==> config.mk <==
export PLATFORM = sky130hd
export DESIGN_NAME = arith_seq
export DESIGN_NICKNAME = d
export VERILOG_FILES = /design/src/rtl/arith_pkg.sv /design/src/rtl/arith_div_core.sv /design/src/rtl/arith_seq.sv
export SDC_FILE = /design/constraint.sdc
export NUM_CORES = 1
export LEC_CHECK = 0
export BUFFER_PORTS_ARGS = -buffer_cell sky130_fd_sc_hd__buf_2
export CAP_MARGIN = 10
export CORE_MARGIN = 2
export CORE_UTILIZATION = 50
export CTS_CLUSTER_DIAMETER = 120
export DETAILED_ROUTE_END_ITERATION = 7
export MAX_ROUTING_LAYER = met4
export PLACE_DENSITY = 0.77
export SYNTH_ARGS = -nofsm -noshare
export SYNTH_HDL_FRONTEND = slang
export SYNTH_SLANG_ARGS = --single-unit
==> constraint.sdc <==
create_clock -name clk -period 6 [get_ports clk]
set_clock_uncertainty 0.1 [all_clocks]
set_input_delay 0.6 -clock clk [delete_from_list [all_inputs] [get_ports clk]]
set_output_delay 0.6 -clock clk [all_outputs]
set_load 0.05 [all_outputs]
==> src/rtl/arith_pkg.sv <==
// Shared opcode map, FSM state encoding and opcode classification for the
// sequential arithmetic unit.
package arith_pkg;

  localparam logic [2:0] OP_ADD     = 3'b000;
  localparam logic [2:0] OP_MUL     = 3'b001;
  localparam logic [2:0] OP_ABSDIFF = 3'b010;
  localparam logic [2:0] OP_DIV     = 3'b011;
  localparam logic [2:0] OP_INC     = 3'b100;
  localparam logic [2:0] OP_DEC     = 3'b101;

  typedef enum logic [1:0] {
    IDLE = 2'd0,
    CALC = 2'd1,
    DONE = 2'd2
  } state_t;

  // mul and div iterate for W cycles; everything else finishes in one
  function automatic logic is_multi(input logic [2:0] op);
    return (op == OP_MUL) || (op == OP_DIV);
  endfunction

endpackage

==> src/rtl/arith_div_core.sv <==
// Restoring divider: one quotient bit per clock after load. The outputs show
// the partial quotient/remainder that the step in progress will produce.
module arith_div_core
  import arith_pkg::*;
#(
  parameter int W = 16
) (
  input  logic         clk,
  input  logic         rst_n,
  input  logic         load,
  input  logic [W-1:0] dividend,
  input  logic [W-1:0] divisor,
  output logic [W-1:0] quotient,
  output logic [W-1:0] remainder
);

  logic [W-1:0] rem_q;
  logic [W-1:0] quo_q;
  logic [W-1:0] dvs_q;
  logic [W:0]   trial;
  logic [W-1:0] rem_sub;
  logic         ge;

  // trial < 2*divisor whenever divisor != 0, so the difference fits in W bits
  always_comb begin
    trial     = {rem_q, quo_q[W-1]};
    ge        = (trial >= {1'b0, dvs_q});
    rem_sub   = trial[W-1:0] - dvs_q;
    remainder = ge ? rem_sub : trial[W-1:0];
    quotient  = {quo_q[W-2:0], ge};
  end

  always_ff @(posedge clk) begin
    if (!rst_n) begin
      rem_q <= '0;
      quo_q <= '0;
      dvs_q <= '0;
    end else if (load) begin
      rem_q <= '0;
      quo_q <= dividend;
      dvs_q <= divisor;
    end else begin
      rem_q <= remainder;
      quo_q <= quotient;
    end
  end

endmodule

==> src/rtl/arith_seq.sv <==
// Clocked arithmetic unit with start/done handshake: single-cycle add,
// absdiff, inc, dec; W-cycle shift-add multiply and restoring divide.
module arith_seq
  import arith_pkg::*;
#(
  parameter int W = 16
) (
  input  logic           clk,
  input  logic           rst_n,
  input  logic           start,
  input  logic [2:0]     opcode,
  input  logic [W-1:0]   a,
  input  logic [W-1:0]   b,
  output logic           busy,
  output logic           done,
  output logic [2*W-1:0] result,
  output logic           dz,
  output logic           illegal
);

  localparam int CW = $clog2(W);

  state_t         state, state_nxt;
  logic [CW-1:0]  cnt;
  logic [2:0]     op_q;
  logic           dz_q;
  logic           accept;

  logic [2*W-1:0] acc_p0;
  logic [2*W-1:0] mcand_p0;
  logic [W-1:0]   mplier_p0;
  logic [2*W-1:0] acc_nxt;

  logic [W-1:0]   dvd;
  logic [W-1:0]   dvs;
  logic [W-1:0]   dvd_q;
  logic [W-1:0]   quo;
  logic [W-1:0]   rem;

  function automatic logic [2*W-1:0] single_op(input logic [2:0] op,
                                               input logic [W-1:0] x,
                                               input logic [W-1:0] y);
    logic [W:0]     sum;
    logic [W-1:0]   r;
    logic [2*W-1:0] res;
    sum = {1'b0, x} + {1'b0, y};
    r   = '0;
    res = '0;
    case (op)
      OP_ADD:     res = {{(W-1){1'b0}}, sum};
      OP_ABSDIFF: begin
        r   = (x >= y) ? (x - y) : (y - x);
        res = {{W{1'b0}}, r};
      end
      OP_INC: begin
        r   = x + 1'b1;
        res = {{W{1'b0}}, r};
      end
      OP_DEC: begin
        r   = x - 1'b1;
        res = {{W{1'b0}}, r};
      end
      default:    res = '0;
    endcase
    return res;
  endfunction

  assign accept = start && (state != CALC);
  assign busy   = (state == CALC);
  assign done   = (state == DONE);

  // on a tie the dividend is b and the divisor a, which is the same value pair
  assign dvd = (a > b) ? a : b;
  assign dvs = (a > b) ? b : a;

  assign acc_nxt = mplier_p0[0] ? (acc_p0 + mcand_p0) : acc_p0;

  always_comb begin
    state_nxt = state;
    case (state)
      IDLE, DONE: begin
        if (accept) state_nxt = is_multi(opcode) ? CALC : DONE;
        else        state_nxt = IDLE;
      end
      CALC:    if (cnt == '0) state_nxt = DONE;
      default: state_nxt = IDLE;
    endcase
  end

  always_ff @(posedge clk) begin
    if (!rst_n) begin
      state   <= IDLE;
      cnt     <= '0;
      op_q    <= OP_ADD;
      dz_q    <= 1'b0;
      result  <= '0;
      dz      <= 1'b0;
      illegal <= 1'b0;
    end else begin
      state <= state_nxt;
      if (accept) begin
        op_q    <= opcode;
        cnt     <= CW'(W - 1);
        dz_q    <= (dvs == '0);
        dz      <= 1'b0;
        illegal <= 1'b0;
        if (!is_multi(opcode)) begin
          result  <= single_op(opcode, a, b);
          illegal <= opcode[2] & opcode[1];
        end
      end else if (state == CALC) begin
        cnt <= cnt - 1'b1;
        if (cnt == '0) begin
          if (op_q == OP_MUL) begin
            result <= acc_nxt;
          end else if (dz_q) begin
            result <= {dvd_q, {W{1'b1}}};
            dz     <= 1'b1;
          end else begin
            result <= {rem, quo};
          end
        end
      end
    end
  end

  // ---- iteration datapath: loaded at acceptance, advanced once per CALC cycle
  always_ff @(posedge clk) begin
    if (accept) begin
      acc_p0    <= '0;
      mcand_p0  <= {{W{1'b0}}, a};
      mplier_p0 <= b;
      dvd_q     <= dvd;
    end else if (state == CALC) begin
      acc_p0    <= acc_nxt;
      mcand_p0  <= {mcand_p0[2*W-2:0], 1'b0};
      mplier_p0 <= {1'b0, mplier_p0[W-1:1]};
    end
  end

  arith_div_core #(.W(W)) u_div (
    .clk       (clk),
    .rst_n     (rst_n),
    .load      (accept && (opcode == OP_DIV)),
    .dividend  (dvd),
    .divisor   (dvs),
    .quotient  (quo),
    .remainder (rem)
  );

endmodule
# Yosys cells after proc, flatten, opt, wreduce, memory -nomap -nowiden
# Index checks and enable logic that the tools add are counted.
# word_totals
ff_bits	188
out_inout_bits	36
elab_cells	78
# classes
n_addsub	8
n_lt_le_gt_ge	3
n_eq_ne	11
n_mux	24
n_bitwise	3
reduce_logical	14
# op_table
op	n
32-bit two-way mux	7
16-bit two-way mux	9
17-bit case mux with 4 select lines	1
16-bit subtractor	3
32-bit adder	1
16-bit by 16-bit adder with 17-bit output	1
17-bit by 16-bit >= comparator with 1-bit output	1
16-bit by 1-bit adder with 16-bit output, second input constant	1
16-bit >= comparator	1
16-bit > comparator	1
16-bit zero test	1
16-bit by 1-bit subtractor with 16-bit output, second input constant	1
4-bit two-way mux	2
3-bit by 1-bit equality test with 1-bit output, second input constant	2
3-bit by 2-bit equality test with 1-bit output, second input constant	2
3-bit equality test, second input constant	2
2-bit two-way mux	3
2-bit OR reduction	3
4-bit zero test	1
2-bit by 1-bit inequality test with 1-bit output, second input constant	2
2-bit case mux with 2 select lines	1
4-bit AND reduction	1
2-bit nonzero test	2
4-bit by 1-bit subtractor with 4-bit output, second input constant	1
11 further kinds	13

# Longest topological paths before layout
# Gate-level depths: netlist (run 1).
# depth
ltp_word	7
depth_mapped	14
ltp_nobuf	13

# By module
# A second synthesis (run 1) with hierarchy kept.
# unflattened
hier_cells	1682
area_unflattened_um2	13814.5
# modules_own_cells
mod	instances	cells_per_inst	area_each_um2	seq_area_each_um2
arith_seq	1	1348	10905.5	3283.1
arith_div_core	1	334	2909.0	960.9

# Worst setup path after synthesis (run 1)
# Ideal clock, no wire load.
# synth_path
kind	input to register
from	input a[6]
to	register result[13]
t_arrival_ns	3.164
required_time_ns	5.770
path_slack_ns	2.606
stages	13
n_path_buf	2
path_cell_list	clkbuf_1 -> inv_1 -> ha_1 -> buf_2 -> nand3_2 -> a41oi_2 -> o21ai_2 -> o31ai_4 -> mux2_2 -> a31oi_1 -> xnor2_1 -> a221oi_2 -> o31ai_2
# synth_via
elab_chain_cells	5
word_cells_on_any_way	10
cone_classes	add/sub (5); order compare (1); mux (4)
# synth_rtl
element	line_no	rtl
start: declaration	arith_seq.sv:12	input logic [W-1:0] a,
16-bit subtractor or 16-bit >= comparator (tied branches)	arith_seq.sv:52	r = (x >= y) ? (x - y) : (y - x);
16-bit two-way mux	arith_seq.sv:52	
17-bit case mux with 4 select lines *	arith_seq.sv:49	case (op)
32-bit two-way mux *	arith_seq.sv:107	if (!is_multi(opcode)) begin
32-bit two-way mux *	arith_seq.sv:101	if (accept) begin
end signal: assignment	arith_seq.sv:108	result <= single_op(opcode, a, b);
end signal: assignment	arith_seq.sv:115	result <= acc_nxt;
end signal: assignment	arith_seq.sv:117	result <= {dvd_q, {W{1'b1}}};
end: declaration	arith_seq.sv:16	output logic [2*W-1:0] result,
# Mark *: on every way between the ends. The rest lies on a longest branch, timed or not. The select of a mux whose other input is x is not followed.
# A chain may end at the register's enable or synchronous reset.

# Final worst setup path (run 1)
# layout_path
from	input a[3]
to	register result[13]
# Same word-level chain as after synthesis.

==> reports/metrics.yaml, run 1 <==
status: "finished, violations left"
violations: "DRC"
h-tree-depth: 4
cts_tree: "yes"
routed_wl_mm: 44.82
required_ps: 6210
drive_gt1_share_pct: 9.928
post_cts_buffers: 0
n_fill_cell: 2444
crit_path_end_kind: "register"
die_h_um: 167.4
fmax_ghz: 0.2606
crit_arrival_ps: 4040
clock-sinks: 188
areaGrowthSynthToFinish_pct: 8.942
via_per_inst: 6.354
grt_usage_pct: 32.34
power_density_nw_per_um2: 290.7
insertion_delay_ps: 450
slowest_stage: "ha_1"
peakVddDrop_v: 0.0001920
cp-start-kind: "primary input"
whs_ps: 363.8
yosysMostFrequentCell: "nand2_1"
ys_seq_area_share_pct: 31.79
cts_made_buffers: 17
synthCells: 1625
rsz0062_at_grt: "false"
drv_cap: 0
cts_buffer_depth: 2
ios: 74
wl_per_cell_um: 22.43
setup-tns-final_ps: 0
synthTopCellsByArea: "dfxtp_1 21%, edfxtp_1 11%, ha_1 9.3%"
io_buffers: 73
ant_nets: 0
yosys_most_used_dff: "dfxtp_1"
grt_pass1_vias: 11840
synth_cell_types: 89
dpl.hpwl_mm: 33.92
grt-busiest-layer: "met2"
tightest_slew_ps: 1044
period_share_pct: 63.95
timing.final.max_slew_violations: 0
synth_seq_cells: 188
synthArstFlopShare_pct: 0
gp_congestion: 1.024
overflow: 0
clk_transition_reported_paths_ps: 80
met1_usage_pct: 42.62
leakagePower_nw: 6.128
regArea_um2: 4244
period_minus_slack_ps: 3837
synth-warning-count: 0
maxSlewHeadroom_pct: 29.51
path_class: "primary input to register"
syn_nets: 1767
hold_viol_final: 0
setup_viol: 0
antenna_found_initial: 1
final_nets: 1791
dieArea_um2: 28020
synthesis.area_um2: 13350
syn_avg_cell_area_um2: 8.215
path_cells: "buf_2, inv_1, ha_1, nand3_1, o2bb2ai_1, o21ai_2, o31ai_4, buf_4, mux2_2, a31oi_1, xnor2_1, a221oi_2, o31ai_2"
met3_usage_pct: 5.696
die_width_um: 167.4
initial_core_util_pct: 51.08
yosys.area.top_type_share_pct: 21.00
rows: 59
hold_buffers: 0
drc: 3
ctsResizeCount: 0
synth_edf_count: 48
grtUsageMet2_pct: 49.95
first_pass_iters: 8
core_area_um2: 26130
vias: 12700
first_iter_violations: 1568
grt_max_degree: 73
hp-class: "register to register"
cts_root_buffer: "clkbuf_16"
crit_path_max_incr_delay_ps: 630
critPathMaxFanout: 13
synth_top_area_cell: "dfxtp_1"
synth_common_cells: "188 x nand2_1, 140 x dfxtp_1, 125 x o21ai_0"
multiInputGateArea_um2: 8352
grt_pass1_wl_mm: 68.14
-- kinds of logic (layout without fill, tap and decap cells) --
group	Yosys count	in the layout	share of synthesized area [%]
other	0	1	0
and+or+nand+nor	508	508	17.73
xor gates and xnor gates	79	79	5.183
DFF	188	188	31.79
AOI/OAI and AO/OA	486	486	24.28
muxes	68	68	5.136
buffers and inverters	192	229	5.849
adders and majority gates	104	104	10.03
-- where the power goes --
group          switching (W)  internal, W
Clock               0.000540     0.000670
Combinational       0.000972     0.000576
Sequential         0.0000635      0.00141
-- critical path, delay by kind of cell --
family	cells	cell delay (ps)
AND/OR/NAND/NOR	1	130
adder cells (fa/ha/maj)	1	630
buffers and inverters	3	620
multiplexers	1	350
XOR/XNOR	1	100
AO/OA/AOI/OAI	6	1610
-- per-stage QoR --
stage	cells	total power (W)	setup slack (ps)	area, um^2	util, %
after detailed placement	1965	0.003003	1794	13920	53.28
after CTS	1997	0.004205	2255	14540	55.64
final	1998	0.004227	2163	14540	55.65
after floorplan	1625	0.002593	2606	13350	-
after global placement	1965	0.002981	1901	13920	53.28
after global routing	1998	0.004418	2003	14540	55.65
-- cells in the final DEF (no fill, tap or decap), drive strengths merged, types with 18 or more instances in the layout --
cell,count
nand2,188
dfxtp,140
o21ai,137
nor2,118
inv,108
a21oi,103
ha,99
buf,94
mux2i,64
xnor2,51
nand3,49
edfxtp,48
nor3,42
a211oi,29
o22ai,28
xor2,28
a21o,26
nand2b,23
clkbuf,19
a22o,18
-- state kept, by name (all words and copies together) (netlist names), 2 cells and up --
name and count:
acc_p0 32, cnt 4, dvd_q 16, mcand_p0 32
mplier_p0 16, op_q 3, result 32, state 2
u_div.dvs_q 16, u_div.quo_q 16, u_div.rem_q 16
-- final timing paths --
path / cells after the start / endpoint / start / slack, ps
min: 2 / mcand_p0[17] / mcand_p0[16] / 360
max: 13 / result[13] / a[3] / 2160
min reg2reg: 2 / mcand_p0[17] / mcand_p0[16] / 360
max reg2reg: 12 / result[18] / u_div.dvs_q[1] / 2440
-- metal layers --
layer	routed length, um	vias up
met1	19190	6028
met4	1463	0
met2	20210	642
met5	0	-
li1	-	5927
met3	3965	98
-- cell type report --
cell class | instances | share of cell area, %
clock inverter | 13 | 1.256
timing repair buffer | 94 | 3.596
inverter | 103 | 2.659
antenna | 1 | 0.01721
tap | 335 | 2.882
multi-input combinational | 1245 | 57.43
clock buffer | 19 | 2.977
sequential | 188 | 29.18
No activity file was read; power rests on OpenSTA's default activity.
==> run 2, diff against run 1 <==
--- a/config.mk
+++ b/config.mk
@@ -5,6 +5,7 @@
 export SDC_FILE = /design/constraint.sdc
 export NUM_CORES = 1
 export LEC_CHECK = 0
+export ABC_AREA = 1
 export BUFFER_PORTS_ARGS = -buffer_cell sky130_fd_sc_hd__buf_2
 export CAP_MARGIN = 10
 export CORE_MARGIN = 2
@@ -12,7 +13,7 @@
 export CTS_CLUSTER_DIAMETER = 120
 export DETAILED_ROUTE_END_ITERATION = 7
 export MAX_ROUTING_LAYER = met4
-export PLACE_DENSITY = 0.77
+export PLACE_DENSITY = 0.8
 export SYNTH_ARGS = -nofsm -noshare
 export SYNTH_HDL_FRONTEND = slang
 export SYNTH_SLANG_ARGS = --single-unit
==> constraint.sdc (replaced) <==
create_clock -name clk -period 3.2 [get_ports clk]
set_clock_uncertainty 0.1 [all_clocks]
set_input_delay 0.32 -clock clk [delete_from_list [all_inputs] [get_ports clk]]
set_output_delay 0.32 -clock clk [all_outputs]
set_load 0.05 [all_outputs]
==> reports/metrics.yaml, run 2 <==
status: "complete, no violations"
peakVddDrop_v: 0.0003499
synthTopCellsByArea: "dfxtp_1 19%, nand2_1 17%, edfxtp_1 9.6%"
synth_top_family_by_area: "simple AND/OR/NAND/NOR gates"
n_antenna_cell: 0
setup-tns-final_ps: 0
initial_core_util_pct: 50.78
hold_depth: 3
hp-class: "primary input to register"
gp_congestion: 1.001
hold_buffers: 0
timing.final.max_slew_violations: 0
areaGrowthSynthToFinish_pct: 10.01
grt_max_degree: 49
yosys_most_used_dff: "dfxtp_1"
overflow: 0
synthesis.area_um2: 15050
insertion_delay_ps: 450
routed_wl_mm: 53.58
grt_pass1_wl_mm: 82.50
period_share_pct: 92.79
ctsResizeCount: 0
leakagePower_nw: 8.350
final_cell_mix: "691 x nand2_1, 313 x inv_1, 210 x nand3_1, 176 x a21oi_1, 140 x dfxtp_1"
synthMuxAreaShare_pct: 0
dieArea_um2: 31500
crit_arrival_ps: 3210
synth-xor-area-share_pct: 2.212
timing.rr.start: "u_div.dvs_q[7]"
synth_cell_types: 56
grt_usage_pct: 35.05
synth_top_area_cell: "dfxtp_1"
yosysMostFrequentCell: "nand2_1"
setup_viol: 0
synth_edf_count: 48
rows: 63
dp_cells: 2776
period_minus_slack_ps: 2969
critPathMaxFanout: 19
die_width_um: 177.5
clock-sinks: 188
cp-start-kind: "register"
tightest_slew_ps: 819.2
rsz0062_at_grt: "false"
ios: 74
wl_per_cell_um: 19.08
synthAdderAreaFrac_pct: 8.896
synth_common_cells: "691 x nand2_1, 314 x inv_1, 210 x nand3_1"
first_iter_violations: 1784
required_ps: 3440
first_pass_iters: 6
die_h_um: 177.5
via_per_inst: 5.689
synth-simple-area-share_pct: 32.72
fmax_ghz: 0.3368
final_common_cell: "nand2_1"
ant_nets: 0
io_buffers: 73
cts_tree: "yes"
whs_ps: 88.54
path_class: "register to register"
hold_viol_final: 0
syn_nets: 2473
synth-warning-count: 0
grt_pass1_vias: 15130
post_cts_buffers: 0
holdCritStartpoint: "start"
synthArstFlopShare_pct: 0
drc: 0
synthCells: 2331
maxSlewHeadroom_pct: 45.26
clk_transition_reported_paths_ps: 80
dpl.hpwl_mm: 41.97
h-tree-depth: 4
syn_avg_cell_area_um2: 6.456
reg_top3: "acc_p0 (32), mcand_p0 (32), result (32)"
yosys.area.top_type_share_pct: 18.62
ff2ff_path_depth: 12
antenna_found_initial: 0
drive_gt1_share_pct: 9.057
vias: 15980
power_density_nw_per_um2: 544.7
cts_buffer_depth: 2
finalPower_w: 0.009017
drv_cap: 0
crit_path_start: "u_div.dvs_q[7]"
crit_path_end_kind: "register"
cts_made_buffers: 17
final_nets: 2547
synth_seq_cells: 188
core_area_um2: 29640
ys_seq_area_share_pct: 28.20
synth_compound_area_share_pct: 16.94
stdcell_count: 2808
cts_root_buffer: "clkbuf_16"
run 2: per-stage QoR:
step / setup WS [ps] / area (um^2) / util (%)
2_1_floorplan: 696.9 / 15050 / -
3_3_place_gp: 232.6 / 15970 / 53.87
3_5_place_dp: 200.7 / 15970 / 53.87
4_1_cts: 291.4 / 16560 / 55.86
5_1_grt: 115.6 / 16560 / 55.86
6_report: 230.6 / 16560 / 55.86
run 2: path summary, 6_finish.rpt:
check | to | slack (ps)
setup / recovery | result[16] | 230
hold / removal | state[0] | 90
setup reg to reg | result[16] | 230
hold reg to reg | result[18] | 370
run 2: cell families after synthesis:
group           Yosys count
fa+ha+maj               104
buf+inv                 409
flops                   188
simple gates           1135
compound gates          457
xor+xnor                 38
run 2: where the power goes:
group          internal [W]  total (W)  switching (W)
logic               0.00127    0.00399        0.00273
clock network       0.00112    0.00219        0.00107
registers           0.00268    0.00283       0.000147
total               0.00507    0.00902        0.00394
run 2: area by class of cell:
type	instances	area [um^2]
Inverter	327	1227
Tap cell	390	488.0
Sequential cell	188	4244
Clock inverter	12	111.4
Timing Repair Buffer	137	858.3
Fill cell	2932	13080
Clock buffer	20	478.0
Multi-Input combinational cell	1734	9149
run 2: critical path: stages (launching register included):
cell,delay [ps]
dfxtp_1,330
inv_1,60
ha_1,360
nand2_1,150
nor2_1,90
nand2_1,80
nor3_2,50
nor3_4,600
nand2_4,320
o21ai_0,390
o21bai_1,110
nand2_1,140
a21oi_1,80
run 2: per-layer routing:
layer / routed length [um] / global-route usage (%)
met5: 0 / -
met4: 2802 / 18.00
met3: 3462 / 4.670
met2: 24100 / 54.67
met1: 23220 / 44.41
==> run 3, diff against run 2 <==
--- a/config.mk
+++ b/config.mk
@@ -16,4 +16,5 @@
 export PLACE_DENSITY = 0.8
 export SYNTH_ARGS = -nofsm -noshare
 export SYNTH_HDL_FRONTEND = slang
+export SYNTH_HIERARCHICAL = 1
 export SYNTH_SLANG_ARGS = --single-unit
==> reports/metrics.yaml, run 3 <==
cp.depth: 15
vias: 16610
hp-class: "primary input to register"
synthCells: 2466
grt_pass1_wl_mm: 83.42
ff2ff_path_depth: 15
areaGrowthSynthToFinish_pct: 9.024
insertion_delay_ps: 440
ys_seq_area_share_pct: 27.55
drv_cap: 0
peakVddDrop_v: 0.0004244
crit_top_cell: "nand2_1"
post_cts_buffers: 0
antenna_found_initial: 0
path_class: "register to register"
hold_buffers: 0
drc: 0
final_util_pct: 55.19
fmax_ghz: 0.3542
timing.rr.start: "mcand_p0[0]"
syn_avg_cell_area_um2: 6.247
timing.final.max_slew_violations: 0
finalPower_w: 0.008791
cts_buffer_depth: 2
synth_seq_cells: 188
fin_area_um2: 16790
critPathMaxFanout: 5
period_minus_slack_ps: 2823
path_cells: "ha_1, inv_1, fa_1, inv_1, nand3_1, nand2_1, nand2_1, nand2_1, nand3_1, nand2_1, nand2_1, nand3_1, nand3_1, a21boi_1, a21oi_1"
required_ps: 3410
dieArea_um2: 32230
initial_core_util_pct: 50.62
first_iter_violations: 1580
routed_wl_mm: 52.61
cts_root_buffer: "clkbuf_16"
setup-tns-final_ps: 0
core_area_um2: 30430
synthesis.area_um2: 15400
overflow: 0
dpl.hpwl_mm: 41.51
crit_path_max_incr_delay_ps: 420
yosysMostFrequentCell: "nand2_1"
maxSlewHeadroom_pct: 41.17
drive_gt1_share_pct: 8.840
ant_nets: 0
synth_cell_types: 53
cp_top_family: "simple AND/OR/NAND/NOR gates"
cts_made_buffers: 17
h-tree-depth: 4
rows: 64
synth_top_area_cell: "nand2_1"
synth-warning-count: 6
crit_path_start: "mcand_p0[0]"
synthTopCellsByArea: "nand2_1 19%, dfxtp_1 18%, edfxtp_1 9.4%"
synth_edf_count: 48
power_density_nw_per_um2: 523.5
clk_transition_reported_paths_ps: 70
status: "complete, no violations"
die_h_um: 179.5
final_nets: 2663
synth_common_cells: "800 x nand2_1, 329 x inv_1, 180 x nand3_1"
hold_viol_final: 0
reg_top3: "acc_p0 (32), mcand_p0 (32), result (32)"
via_per_inst: 5.669
grt_pass1_vias: 15930
syn_nets: 2608
crit_arrival_ps: 3040
die_width_um: 179.5
gp_congestion: 1.007
cp-start-kind: "register"
period_share_pct: 88.22
cts_tree: "yes"
ctsResizeCount: 0
r2r_end: "result[14]"
grt_max_degree: 63
synthArstFlopShare_pct: 0
clock-sinks: 188
tightest_slew_ps: 881.5
ios: 74
placed_area_um2: 16210
first_pass_iters: 8
final_common_cell: "nand2_1"
final_cell_mix: "800 x nand2_1, 328 x inv_1, 180 x nand3_1, 169 x o21ai_0, 159 x nor2_1"
n_antenna_cell: 0
leakagePower_nw: 8.482
slowest_stage: "edfxtp_1"
yosys.area.top_type_share_pct: 19.49
wl_per_cell_um: 17.96
yosys_most_used_dff: "dfxtp_1"
r2r_setup_slack_ps: 380
worstSetupEndpoint: "result[14]"
grt_usage_pct: 33.20
setup_viol: 0
rsz0062_at_grt: "false"
crit_buf_inv: 2
io_buffers: 73
crit_path_end_kind: "register"
-- run 3: changes by cell type in the layout (fill, tap and decap cells not counted), sizes merged, moves of 7 or more --
cell and delta:
o22ai -24, nand3 -29, a21o -9, o21ai +28, nor2 +27, clkinv +8
a31oi +16, a21boi +11, or2 +8, inv +15, a21oi -29, xor2 -7
nand2 +104
-- run 3: worst register-to-register path, stage by stage (launching register included) --
cell      delay, ps
edfxtp_1        420
ha_1            200
inv_1            50
fa_1            410
inv_1           120
nand3_1          80
nand2_1         180
nand2_1          80
nand2_1         140
nand3_1         130
nand2_1         190
nand2_1          70
nand3_1         110
nand3_1         160
a21boi_1        190
a21oi_1          80
-- run 3: area by class of cell --
cell class              count  area (um^2)
clock buffers              23        510.5
clock inverters             9        71.32
flip-flops and latches    188         4244
inverters                 355         1333
repair buffers            133        815.8
multi-input cells        1826         9325
well taps                 396        495.5
fillers                  3091        13630
-- run 3: worst min path at each step --
stage	from	end	slack [ps]	cells after the start
finish	opcode[1]	op_q[1]	100	3
global route	opcode[1]	op_q[1]	110	3
CTS	opcode[1]	op_q[1]	90	3
detailed placement	result[20]	result[20]	350	2
global placement	illegal	illegal	340	2
floorplan	rst_n	result[0]	320	2
-- run 3: kinds of logic after synthesis --
| group | count (synthesis) | synth area share [%] |
|---|---|---|
| XOR/XNOR | 28 | 1.592 |
| AND/OR/NAND/NOR | 1244 | 33.98 |
| buffers and inverters | 452 | 12.07 |
| AO/OA/AOI/OAI | 450 | 16.11 |
| flip-flops | 188 | 27.55 |
| adder cells (fa/ha/maj) | 104 | 8.691 |
-- run 3: power breakdown --
part	leakage [nW]	switching, W	internal, W
sequential	1.62	0.000126	0.00268
combinational	6.58	0.00265	0.00123
clock	0.281	0.000971	0.00114
-- run 3: through the flow --
step                      setup slack [ps]  hold slack (ps)  std cells
after floorplan                      629.4            324.3       2466
after global placement               238.2            340.1       2898
after detailed placement             184.7            351.6       2898
after CTS                            408.9            93.58       2930
after global routing                 153.9            114.5       2930
final                                376.9            99.72       2930
-- run 3: layer usage --
metal	up-vias	share of wire [%]	GRT usage, %
met5	-	0	-
met4	0	5.2	16.36
met3	157	7.3	3.667
met2	775	47	54.62
met1	7635	41	40.55
li1	8042	-	-
